[src/rtl/rr_arb_mux.sv]
// Round-robin arbiter feeding one registered en/data/src output slot.
// Define ARB_HOLD_EN to let a winner keep the grant for up to MAX_HOLD consecutive beats.
module rr_arb_mux #(
    parameter int NUM_REQ  = 4,
    parameter int DATA_W   = 4,
    parameter int SRC_W    = 2,
    parameter int MAX_HOLD = 4
) (
    input  logic                      clk,
    input  logic                      rst,
    input  logic [NUM_REQ-1:0]        req_valid,
    input  logic [NUM_REQ*DATA_W-1:0] req_data,
    output logic [NUM_REQ-1:0]        req_ready,
    output logic                      out_en,
    output logic [DATA_W-1:0]         out_data,
    output logic [SRC_W-1:0]          out_src,
    input  logic                      out_ready
);

    logic [SRC_W-1:0]  r_ptr;
    logic [SRC_W-1:0]  w_win;
    logic [SRC_W-1:0]  w_win_inc;
    logic [SRC_W-1:0]  w_ptr_nxt;
    logic [DATA_W-1:0] w_win_data;
    logic              w_found;
    logic              w_load;
    logic              w_xfer;
    int                w_idx;

    // Wrap-around priority search starting at r_ptr.
    always_comb begin
        w_found    = 1'b0;
        w_win      = '0;
        w_win_data = '0;
        w_idx      = 0;
        for (int k = 0; k < NUM_REQ; k++) begin
            w_idx = int'(r_ptr) + k;
            if (w_idx >= NUM_REQ)
                w_idx = w_idx - NUM_REQ;
            if (!w_found && req_valid[w_idx]) begin
                w_found    = 1'b1;
                w_win      = SRC_W'(w_idx);
                w_win_data = req_data[w_idx*DATA_W +: DATA_W];
            end
        end
    end

    // Slot takes a word when empty or draining this cycle; nobody is readied in reset.
    assign w_load    = !out_en || out_ready;
    assign w_xfer    = rst && w_found && w_load;
    assign w_win_inc = (w_win == SRC_W'(NUM_REQ-1)) ? '0 : w_win + SRC_W'(1);

    always_comb begin
        req_ready = '0;
        for (int i = 0; i < NUM_REQ; i++)
            req_ready[i] = w_xfer && (w_win == SRC_W'(i));
    end

`ifdef ARB_HOLD_EN
    logic [3:0] r_hold;
    logic [3:0] w_hold_nxt;

    // A beat continues the current run only if it repeats the last source and the run is not yet full.
    always_comb begin
        if (w_win == out_src && r_hold != 4'd0 && r_hold < 4'(MAX_HOLD))
            w_hold_nxt = r_hold + 4'd1;
        else
            w_hold_nxt = 4'd1;
        w_ptr_nxt = (w_hold_nxt >= 4'(MAX_HOLD)) ? w_win_inc : w_win;
    end

    always_ff @(posedge clk or negedge rst) begin
        if (!rst)
            r_hold <= 4'd0;
        else if (w_xfer)
            r_hold <= w_hold_nxt;
    end
`else
    assign w_ptr_nxt = w_win_inc;
`endif

    always_ff @(posedge clk or negedge rst) begin
        if (!rst) begin
            out_en   <= 1'b0;
            out_data <= '0;
            out_src  <= '0;
            r_ptr    <= '0;
        end else if (w_xfer) begin
            out_en   <= 1'b1;
            out_data <= w_win_data;
            out_src  <= w_win;
            r_ptr    <= w_ptr_nxt;
        end else if (w_load) begin
            out_en   <= 1'b0;
        end
    end

endmodule

[config.mk]
export PLATFORM = sky130hd
export DESIGN_NAME = rr_arb_mux
export DESIGN_NICKNAME = d
export VERILOG_FILES = /design/src/rtl/rr_arb_mux.sv
export SDC_FILE = /design/constraint.sdc
export NUM_CORES = 1
export LEC_CHECK = 0
export ABC_CLOCK_PERIOD_IN_PS = 7600
export BUFFER_PORTS_ARGS = -buffer_cell sky130_fd_sc_hd__buf_2
export CORE_MARGIN = 5
export CORE_UTILIZATION = 35
export DETAILED_ROUTE_END_ITERATION = 6
export PLACE_DENSITY = 0.56
export SYNTH_ARGS = -nofsm -noshare
export SYNTH_HDL_FRONTEND = slang
export SYNTH_SLANG_ARGS = --single-unit
[constraint.sdc]
create_clock -name clk -period 7.6 [get_ports clk]
set_clock_uncertainty 0.1 [all_clocks]
set_input_delay 0.76 -clock clk [delete_from_list [all_inputs] [get_ports clk]]
set_output_delay 0.76 -clock clk [all_outputs]
set_load 0.005 [all_outputs]
==> results.json <==
{
  "ant_nets": 0,
  "place_congestion": 0.926,
  "die_area_sq_um": 5220,
  "cts-root-buf": "clkbuf_8",
  "yosys.area_share.simple_pct": 12.1,
  "num_vias": 1113,
  "portBuffers": 33,
  "syn_area_sq_um": 1360,
  "synth_xor_area_share_pct": 0,
  "ir_drop_mv": 0.136,
  "synth_mux_area_share_pct": 40.5,
  "critPathArrivalTime_ps": 3850,
  "cp-end-kind": "output pin",
  "cellPowerDensity_nw_per_um2": 437,
  "globalRouteTotalUtil_pct": 11.8,
  "fmax_ghz": 0.212,
  "maxSlewViolCount": 0,
  "numCtsBuffers": 3,
  "power_switching_uw": 321,
  "stdcell_count": 202,
  "grt_pass1_wl_um": 5030,
  "rsz0062_at_grt": "false",
  "hold_path_class": "primary input to asynchronous set/reset pin",
  "dp.cells": 198,
  "worstMarginPinSlew_ps": 860,
  "cts_max_level": 1,
  "die_y_um": 72.3,
  "period_share_pct": 62.0,
  "synth-edff-count": 0,
  "cts_tree": "yes",
  "drive_gt1_share_pct": 45.5,
  "syn_to_final_growth_pct": 16.1,
  "grt_max_degree": 32,
  "fp.dieW_um": 72.3,
  "wl_per_cell_um": 15.0,
  "fin_util_pct": 42.4,
  "postSynthCellCount": 125,
  "yosys_warnings": 0,
  "p_total_uw": 689,
  "hold_viol_final": 0,
  "ys_seq_area_share_pct": 16.6,
  "synth_fa_ha_area_share_pct": 6.45,
  "final-setup-viol-count": 0,
  "ctsResizeCount": 0,
  "core_area_sq_um": 3720,
  "setup_tns_ps": 0,
  "clk_pin_slew_ps": 40,
  "leakagePower_uw": 0.000691,
  "p_sw_share_pct": 46.6,
  "drt_iter0_drc": 30,
  "start_kind": "flop",
  "ys_types": 35,
  "critical_path.max_fanout": 13,
  "rows": 22,
  "synth_common_cells": "mux4_2, mux2i_1, nand2_1",
  "diodes": 0,
  "clockBufferDepth": 2,
  "synth.largest_area_cell": "mux4_2",
  "dr.pass1.iters": 4,
  "hold_buffers": 0,
  "io_pins": 34,
  "synth-compound-area-share_pct": 17.9,
  "synth_area_leaders": "mux4_2, dfrtp_1, mux2i_1",
  "dp_hpwl_um": 2390,
  "sequentialPowerShare_pct": 13.7,
  "path_class": "flop to output pin",
  "routed_wl_um": 3030,
  "vias_per_cell": 5.51,
  "drcViolationCount": 0,
  "synth.most_common_cell": "mux4_2",
  "synth_top_area_share_pct": 26.5,
  "clock-sinks": 9,
  "yosys_register_bits": 9,
  "antenna_found_initial": 0,
  "synthFlopType": "dfrtp_1",
  "fillers": 360,
  "avgSynthCellArea_sq_um": 10.9,
  "synth_top_family_by_area": "multiplexers",
  "place_ws_ps": 3060,
  "required_ps": 6740,
  "p_int_uw": 368,
  "drv_cap": 0,
  "start_util_pct": 36.5,
  "layout_min_cycle_time_ps": 4710,
  "gr-total-overflow": 0,
  "grt_pass1_vias": 1031,
  "post-cts-setup-buffers": 0,
  "synth_async_sr_flop_share_pct": 100,
  "status": "finished clean",
  "setup_ws_ps": 2890,
  "synth_nets": 155,
  "fin_nets": 185,
  "slew_headroom_pct": 42.7,
  "clkPwrFrac_pct": 7.7,
  "pwr-share-comb_pct": 78.6,
  "clock_latency_ps": 230
}
==> kinds of logic (layout without fill, tap and decap cells) <==
| group | after synthesis | in the layout |
|---|---|---|
| multiplexers | 34 | 34 |
| AND/OR/NAND/NOR | 31 | 31 |
| AO/OA/AOI/OAI | 27 | 27 |
| buffers and inverters | 17 | 46 |
| flip-flops | 9 | 9 |
| adder cells (fa/ha/maj) | 7 | 7 |
==> placed cells by master (no fill, tap or decap) <==
cell type   n
a211o_1     1
a211oi_1    1
a21o_1      4
a21oi_2     2
a221oi_2    1
a31oi_1     4
and2_1      2
and2_4      2
buf_2      33
buf_4       1
clkbuf_1    1
clkbuf_8    3
dfrtp_1     9
ha_1        7
inv_1       8
mux2_2      3
mux2_4      1
mux2i_1    14
mux4_2     16
nand2_1    11
nand2b_4    1
nand3_1     4
nor2_1      6
nor2_2      1
nor2_4      1
nor2b_1     1
o21ai_0     4
o21ai_1     1
o21ai_2     2
o221ai_1    4
o22ai_1     1
o32ai_4     1
o41ai_4     1
or2_1       1
or2_2       1
==> registers in the layout, summed over array words and instances (netlist names) <==
signal and flops:
out_en 1, out_src 2, r_ptr 2, out_data 4
==> final cells by class <==
| cell class | instances | area (sq um) | area share (%) |
|---|---|---|---|
| Sequential cell | 9 | 225 | 14.3 |
| Timing Repair Buffer | 34 | 173 | 11.0 |
| Inverter | 8 | 30.0 | 1.90 |
| Clock buffer | 4 | 45.0 | 2.86 |
| Multi-Input combinational cell | 99 | 1040 | 66.2 |
| Tap cell | 48 | 60.1 | 3.81 |
==> path summary, 6_finish.rpt <==
| check | startpoint | to | slack [ps] | cells past startpoint |
|---|---|---|---|---|
| max | r_ptr[1] | req_ready[2] | 2890 | 9 |
| min | rst | out_src[1] | 300 | 1 |
| max in group asynchronous | rst | out_data[1] | 6890 | 1 |
| min in group clk | out_src[0] | out_src[0] | 420 | 2 |
| max reg2reg | r_ptr[1] | r_ptr[1] | 3720 | 9 |
| min reg2reg | out_src[0] | out_src[0] | 420 | 2 |
==> metal layers <==
metal / wire [um] / vias up / GRT usage, %
li1: - / 542 / -
met1: 1400 / 539 / 18.2
met4: 0 / 0 / 1.88
met3: 196 / 0 / 2.08
met2: 1440 / 32 / 17.3
met5: 0 / - / 0
==> worst max-delay path: stages (launching register included) <==
cell and delay (ps):
dfrtp_1 660, inv_1 260, ha_1 720, mux4_2 710, or2_1 380, o32ai_4 340
inv_1 110, ha_1 180, and2_1 130, buf_2 120
==> power by group through the flow <==
stage	clock network, uW	logic (uW)	registers [uW]
2_1_floorplan	0	458	89.7
3_3_place_gp	0	544	92.4
3_5_place_dp	0	546	95.1
4_1_cts	55.6	548	94.4
5_1_grt	58.9	599	97.1
6_report	53.0	542	94.2
==> through the flow <==
stage          hold WS (ps)  cell area (sq um)
6_report                298               1580
4_1_cts                 298               1580
5_1_grt                 310               1580
2_1_floorplan           364               1360
3_5_place_dp            411               1530
3_3_place_gp            407               1530
Note: power is estimated with default switching activity, not from simulation.
